<file path="config.mk">
export PLATFORM = sky130hd
export DESIGN_NAME = spad_read_streamer
export DESIGN_NICKNAME = d
export VERILOG_FILES = /design/src/rtl/spad_read_streamer.sv
export SDC_FILE = /design/constraint.sdc
export NUM_CORES = 1
export LEC_CHECK = 0
export ABC_AREA = 0
export CAP_MARGIN = 20
export CORE_MARGIN = 3
export CORE_UTILIZATION = 54
export DETAILED_ROUTE_END_ITERATION = 8
export PLACE_DENSITY = 0.8
export SLEW_MARGIN = 10
export SYNTH_ARGS = -nofsm -noshare
export SYNTH_HDL_FRONTEND = slang
export SYNTH_SLANG_ARGS = --single-unit
</file>
<file path="constraint.sdc">
create_clock -name clk -period 3 [get_ports clk]
set_clock_uncertainty 0.1 [all_clocks]
set_input_delay 0.75 -clock clk [delete_from_list [all_inputs] [get_ports clk]]
set_output_delay 0.75 -clock clk [all_outputs]
set_load 0.02 [all_outputs]
</file>
<file path="src/rtl/spad_read_streamer.sv">
// spad_read_streamer: issues a burst of scratchpad reads from base_addr and
// streams the returned words through a small FIFO onto a valid/ready output.
// Optional feature: define SPAD_STREAM_STRIDE_EN to add a per-command stride
// port; without it the address increment is fixed at 1.
//
// Handshakes: the output transfers a word on any rising edge where
// out_valid && out_ready; out_data/out_last are held stable while
// out_valid && !out_ready. The scratchpad side has no backpressure: data is
// returned the cycle after spad_read_req, so reads are only issued when the
// FIFO is guaranteed to have room for them.
module spad_read_streamer #(
  parameter int DATA_BITWIDTH = 8,
  parameter int ADDR_BITWIDTH = 10,
  parameter int FIFO_DEPTH    = 4
) (
  input  logic                     clk,
  input  logic                     reset,
  input  logic                     start,
  input  logic [ADDR_BITWIDTH-1:0] base_addr,
  input  logic [ADDR_BITWIDTH:0]   num_words,
`ifdef SPAD_STREAM_STRIDE_EN
  input  logic [ADDR_BITWIDTH-1:0] stride,
`endif
  output logic                     spad_read_req,
  output logic [ADDR_BITWIDTH-1:0] spad_r_addr,
  input  logic [DATA_BITWIDTH-1:0] spad_r_data,
  output logic                     out_valid,
  input  logic                     out_ready,
  output logic [DATA_BITWIDTH-1:0] out_data,
  output logic                     out_last,
  output logic                     busy,
  output logic                     done,
  output logic [1:0]               dbg_state_o
);

  localparam int PW = $clog2(FIFO_DEPTH);
  localparam logic [PW:0] DEPTH_L = (PW+1)'(FIFO_DEPTH);
  localparam logic [ADDR_BITWIDTH:0] ONE_N = (ADDR_BITWIDTH+1)'(1);

  typedef enum logic [1:0] {
    ST_IDLE   = 2'd0,
    ST_STREAM = 2'd1,
    ST_DRAIN  = 2'd2
  } state_t;

  state_t                   state_q, state_d;
  logic [ADDR_BITWIDTH-1:0] addr_q, addr_d;
  logic [ADDR_BITWIDTH:0]   rd_cnt_q, rd_cnt_d;
  logic [ADDR_BITWIDTH:0]   num_q, num_d;
  logic                     done_q, done_d;
  logic                     inflight_q, inflight_last_q;
  logic [PW-1:0]            wr_ptr_q, rd_ptr_q;
  logic [PW:0]              count_q;
  logic [DATA_BITWIDTH-1:0] mem_q [FIFO_DEPTH];
  logic                     last_mem_q [FIFO_DEPTH];

  logic                     issue, is_last_rd, push, pop, pop_last;
  logic [PW:0]              occ;
  logic [ADDR_BITWIDTH-1:0] stride_w;

`ifdef SPAD_STREAM_STRIDE_EN
  logic [ADDR_BITWIDTH-1:0] stride_q, stride_d;
  assign stride_w = stride_q;

  // Stride is captured with the command so later port changes are ignored.
  always_ff @(posedge clk or posedge reset) begin
    if (reset) stride_q <= '0;
    else       stride_q <= stride_d;
  end
`else
  assign stride_w = (ADDR_BITWIDTH)'(1);
`endif

  // Reads in flight are counted against FIFO space so returning data always fits.
  assign occ        = count_q + {{PW{1'b0}}, inflight_q};
  assign issue      = (state_q == ST_STREAM) && (occ < DEPTH_L);
  assign is_last_rd = (rd_cnt_q == num_q - ONE_N);
  assign push       = inflight_q;
  assign out_valid  = (count_q != '0);
  assign pop        = out_valid && out_ready;
  assign pop_last   = pop && last_mem_q[rd_ptr_q];

  assign spad_read_req = issue;
  assign spad_r_addr   = addr_q;
  assign out_data      = out_valid ? mem_q[rd_ptr_q] : '0;
  assign out_last      = out_valid && last_mem_q[rd_ptr_q];
  assign busy          = (state_q != ST_IDLE);
  assign done          = done_q;
  assign dbg_state_o   = state_q;

  // Next-state logic: command capture, read issue sequencing, completion.
  always_comb begin
    state_d  = state_q;
    addr_d   = addr_q;
    rd_cnt_d = rd_cnt_q;
    num_d    = num_q;
    done_d   = 1'b0;
`ifdef SPAD_STREAM_STRIDE_EN
    stride_d = stride_q;
`endif
    case (state_q)
      ST_IDLE: begin
        if (start) begin
          if (num_words == '0) begin
            done_d = 1'b1;
          end else begin
            state_d  = ST_STREAM;
            addr_d   = base_addr;
            rd_cnt_d = '0;
            num_d    = num_words;
`ifdef SPAD_STREAM_STRIDE_EN
            stride_d = stride;
`endif
          end
        end
      end
      ST_STREAM: begin
        if (issue) begin
          addr_d   = addr_q + stride_w;
          rd_cnt_d = rd_cnt_q + ONE_N;
          if (is_last_rd) state_d = ST_DRAIN;
        end
      end
      ST_DRAIN: begin
        if (pop_last) begin
          state_d = ST_IDLE;
          done_d  = 1'b1;
        end
      end
      default: state_d = ST_IDLE;
    endcase
  end

  // Control registers and FIFO bookkeeping.
  always_ff @(posedge clk or posedge reset) begin
    if (reset) begin
      state_q         <= ST_IDLE;
      addr_q          <= '0;
      rd_cnt_q        <= '0;
      num_q           <= '0;
      done_q          <= 1'b0;
      inflight_q      <= 1'b0;
      inflight_last_q <= 1'b0;
      wr_ptr_q        <= '0;
      rd_ptr_q        <= '0;
      count_q         <= '0;
    end else begin
      state_q         <= state_d;
      addr_q          <= addr_d;
      rd_cnt_q        <= rd_cnt_d;
      num_q           <= num_d;
      done_q          <= done_d;
      inflight_q      <= issue;
      inflight_last_q <= issue && is_last_rd;
      if (push) wr_ptr_q <= wr_ptr_q + 1'b1;
      if (pop)  rd_ptr_q <= rd_ptr_q + 1'b1;
      if (push && !pop)      count_q <= count_q + 1'b1;
      else if (!push && pop) count_q <= count_q - 1'b1;
    end
  end

  // FIFO storage; contents are don't-care until counted valid.
  always_ff @(posedge clk) begin
    if (push) begin
      mem_q[wr_ptr_q]      <= spad_r_data;
      last_mem_q[wr_ptr_q] <= inflight_last_q;
    end
  end

endmodule

</file>
# After elaboration in Yosys (flattened, before gate mapping)
# Memory sizes are Yosys's and may differ from the RTL's.
# Cells that the tools add are included.
[classes]
add_sub_neg = 8
order_cmp = 1
n_eq_ne = 8
n_reduce_logical = 18
bitwise = 1
mux = 23
[op_table]
columns = ["operator", "count"]
rows = [
  ["$mux W11", 3],
  ["$mux W10", 3],
  ["$pmux W11 S2", 1],
  ["$pmux W10 S2", 1],
  ["$add A11 B1 Y11 const B", 1],
  ["$eq A11 B11 Y1", 1],
  ["$logic_not A11 Y1", 1],
  ["$sub A11 B1 Y11 const B", 1],
  ["$add A10 B1 Y10 const B", 1],
  ["$mux W2", 5],
  ["$ne A2 B2 Y1 const B", 5],
  ["$mux W8", 1],
  ["$logic_and A1 B1 Y1", 7],
  ["$mux W3", 2],
  ["$pmux W2 S3", 1],
  ["$reduce_bool A2 Y1", 3],
  ["$mux W1", 5],
  ["$reduce_and A5 Y1", 1],
  ["$add A2 B1 Y2 const B", 2],
  ["$reduce_and A4 Y1", 1],
  ["$add A3 B1 Y3", 1],
  ["$add A3 B1 Y3 const B", 1],
  ["$lt A3 B3 Y1 const B", 1],
  ["$reduce_and A3 Y1", 1],
  ["other kinds (8)", 9],
]
[word_totals]
in_bits = 33
output_inout_bits = 25
ramBits = 36
mem_count = 2
regBits = 44
elab_cells = 71
[memory_table]
columns = ["name", "depth", "word_bits", "rd", "rd_clocked_by_memory_dff", "write_ports", "line_no", "rtl"]
rows = [
  ["mem_q", 4, 8, 1, 0, 1, "54", "logic [DATA_BITWIDTH-1:0] mem_q [FIFO_DEPTH];"],
  ["last_mem_q", 4, 1, 1, 0, 1, "55", "logic last_mem_q [FIFO_DEPTH];"],
]

# Logic depth before layout (Yosys ltp)
[logic_depth]
ltp_word = 5
depth_mapped = 9
depth_no_buf = 8

# Least setup slack after synthesis
# Ideal clock, no wire load.
[synth_path]
path_type = "register -> output"
start = "register rd_ptr_q[0]"
end = "output port out_data[0]"
path_slack_ps = 529
path_buffers = 1
t_arrival_ps = 1621
stages_incl_launch_ff = 4
cell_sequence = "dfrtp_1 > buf_1 > mux4_2 > and2_1"
[synth_via]
elab_chain_len = 2
[synth_rtl]
columns = ["item", "line_no", "rtl"]
rows = [
  ["start, declared", "52", "logic [PW-1:0] wr_ptr_q, rd_ptr_q;"],
  ["start signal, assigned", "156", "if (pop) rd_ptr_q <= rd_ptr_q + 1'b1;"],
  ["$mem_v2 Z4 W8", "-", ""],
  ["$mux W8", "85", "assign out_data = out_valid ? mem_q[rd_ptr_q] : '0;"],
  ["end, declared", "29", "output logic [DATA_BITWIDTH-1:0] out_data,"],
]
# No other way between the ends.

# Worst setup path after layout
[layout_path]
start = "register rd_ptr_q[0]"
end = "output port out_last"
[layout_via]
elab_chain_len = 2
[layout_rtl]
columns = ["item", "line_no", "rtl"]
rows = [
  ["$mem_v2 Z4 W1", "-", ""],
  ["$logic_and A1 B1 Y1", "86", "assign out_last = out_valid && last_mem_q[rd_ptr_q];"],
  ["end, declared", "30", "output logic out_last,"],
]
# No other way between the ends.

==> results.toml <==
[sta]
min_period_ps = 2880
layout_worst_path_cycle_share_pct = 95.9
grt_setup_unrepaired = "false"
maxSlewHeadroom_pct = 43.9
slew_viol_final = 0
timing.final.setup_violations = 0
clock.fmax_mhz = 348
tns_ps = 0
final_hold_violating_endpoints = 0
worst_pin_slew_ps = 837

[detailed_routing]
wl_per_cell_um = 17.1
drt.antenna.violating_nets = 0
remaining_drc_errors = 0
finalWirelength_um = 8310
drt-pass1-iter-count = 5
drt-initial-drc-count = 178
routed_via_density = 5.80
routed-via-count = 2827

[setup_path]
crit_required_ps = 2150
critPathSlowestCell = "sky130_fd_sc_hd__mux4_2"
path_cells = "buf_4, mux4_2, and2_1, dlygate4sd2_1"
r2r_slack_ps = 400
cp_slowest_stage_delay_ps = 560
r2r_end = "dbg_state_o[0]$_DFFE_PP0P_"
reg2reg_from = "num_q[0]$_DFFE_PP0P_"
worst_ep_arrival_time_ps = 2030
cp-start-kind = "flop"
crit_start = "rd_ptr_q[0]$_DFFE_PP0P_"
timing.setup.critical_path_class = "reg2out"
r2r.worst_path.cells = 7
crit_fanout = 6
worst_setup_path_end_kind = "output port"

[clocking]
cts_root_buf = "sky130_fd_sc_hd__clkbuf_8"
clkLatencyLatePin_ps = 350
cts_buffers = 9
level_count_of_the_clock_h_tree = 3
cts.repair_timing.setup_buffer_count = 0
clk_pin_slew_worst_paths_ps = 80
clockBufferDepth = 2
tritoncts = "built"
cts.sinks = 80

[floorplanning]
initial_util_pct = 56.3
core_area_um2 = 6910
die_h_um = 90.9
die_width_um = 90.9
boundaryPins = 58
design.die.area_um2 = 8260
fp_rows = 30

[yosys]
synth.cells.most_frequent = "sky130_fd_sc_hd__dfrtp_1 (44), sky130_fd_sc_hd__edfxtp_1 (36), sky130_fd_sc_hd__nor2_1 (26)"
synthFlopType = "sky130_fd_sc_hd__dfrtp_1"
synth-seq-area-share_pct = 56.1
netlist_instances = 323
synth-edff-count = 36
postSynthNetCount = 365
post-synth-top-area-fraction_pct = 28.3
ys.warnings.count = 0
yosys.cell_types.count = 47
synthTopCellsByArea = "sky130_fd_sc_hd__dfrtp_1 (28%), sky130_fd_sc_hd__edfxtp_1 (28%), sky130_fd_sc_hd__mux4_2 (5.2%)"
post-synth-top-area-cell = "sky130_fd_sc_hd__dfrtp_1"
synthMostInstantiatedCell = "sky130_fd_sc_hd__dfrtp_1"
syn-cell-area_um2 = 3890
avgSynthCellArea_um2 = 12.0
fraction_of_registers_with_async_set_reset_pct = 55.0
synth_seq_cells = 80

[layout]
nNetsFinal = 428
final.fill_count = 513
flow.area_growth_from_synthesis_pct = 23.6
ant_cells = 0
drive_above_1_share_pct = 13.3
utilization_pct = 69.6

[worst_hold_path]
hold_path_depth = 0
timing.hold.worst.class = "reg2reg"
whs_endpoint = "last_mem_q[2]$_DFFE_PP_"
timing.hold.worst.start = "inflight_last_q$_DFF_PP0_"

[place]
buffer_ports.inserted = 57
post-dp-hpwl_um = 5940
weighted_congestion_reported_at_the_end_of_routability_driven_placement = 0.902

[global_route]
grt_pass1_wl_um = 13700
gr-total-overflow = 0
largest_net_degree_at_the_start_of_global_routing = 25
first_global_vias = 2809
grt_antenna_before_repair = 0
global_route.usage.total_pct = 20.9

[pwr]
p_leak_uw = 0.00185
power_density_nw_per_um2 = 1080
vdd_ir_drop_max_mv = 0.678

[run]
maxCapViolCount = 0

[outcome]
run_status = "finished clean"
[state kept, by name (all words and copies together) (netlist names), 2 cells and up]
signal,count
count_q,3
dbg_state_o,2
last_mem_q,4
mem_q,32
num_q,11
rd_cnt_q,11
rd_ptr_q,2
spad_r_addr,10
wr_ptr_q,2
[cell usage in the layout (no fill, tap or decap), drive strengths merged, types with 10 or more instances in the layout]
cell,synthesis,routed
a21oi,16,16
and2,14,14
buf,2,10
clkdlybuf4s50,0,48
dfrtp,44,44
edfxtp,36,36
mux2,11,11
nand2,19,19
nand3,10,10
nand4,10,10
nor2,26,26
o21ai,15,15
xnor2,13,13
xor2,16,16
[worst max path at each step]
stage                                      end  slack [ps]
finish                                out_last         120
global route                          out_last          40
CTS                                   out_last         100
detailed placement  spad_r_addr[6]$_DFFE_PP0P_          90
global placement    spad_r_addr[6]$_DFFE_PP0P_         150
floorplan                          out_data[0]         530
[timing repair]
action                                  4_1_cts  5_1_grt
gates cloned                                  0        0
hold buffers                                  0        0
gates resized for setup                      10        1
endpoints found under the setup margin        9        1
[logic make-up (layout without fill, tap and decap cells)]
family / after synthesis / after routing / synth area share (%)
flops: 80 / 80 / 56.1
compound gates: 53 / 53 / 8.40
xor+xnor: 29 / 29 / 6.53
simple gates: 108 / 108 / 15.0
buf+inv: 23 / 91 / 2.22
fa+ha+maj: 9 / 9 / 3.09
mux: 21 / 21 / 8.65
[report_power, final]
| group | total [uW] | switching, uW | internal, uW |
|---|---|---|---|
| registers | 1970 | 434 | 1530 |
| clock network | 801 | 410 | 391 |
| logic | 2410 | 1260 | 1140 |
| total | 5180 | 2110 | 3070 |
[critical path, delay by kind of cell, from the launching register on]
family,cells,cell delay (ps)
multiplexers,1,560
buffers and inverters,2,520
flip-flops,1,430
AND/OR/NAND/NOR,1,180
[per-layer routing]
metal | vias up | track usage, % | part of all wire, %
li1 | 1307 | - | -
met4 | 0 | 5.90 | 1.1
met1 | 1396 | 30.2 | 45
met5 | - | 0 | 0
met3 | 9 | 4.92 | 7.1
met2 | 115 | 31.8 | 47
[cell type report]
class	instances	area [um2]	area share, %
Clock buffer	9	124	2.58
Clock inverter	7	78.8	1.64
Inverter	8	30.0	0.624
Multi-Input combinational cell	220	1630	33.8
Sequential cell	80	2180	45.4
Tap cell	96	120	2.50
Timing Repair Buffer	67	647	13.4
[metrics by stage]
step                cell area (um2)  worst slack, ps  total power, uW  hold WS (ps)  instances
floorplan                      3890              529             3510           355        323
global placement               4610              148             4340           377        471
detailed placement             4610             89.2             4450           391        471
CTS                            4810             96.8             5200           405        487
global route                   4810             44.9             5530           436        487
finish                         4810              123             5180           406        487
(Power assumes the default switching activity.)
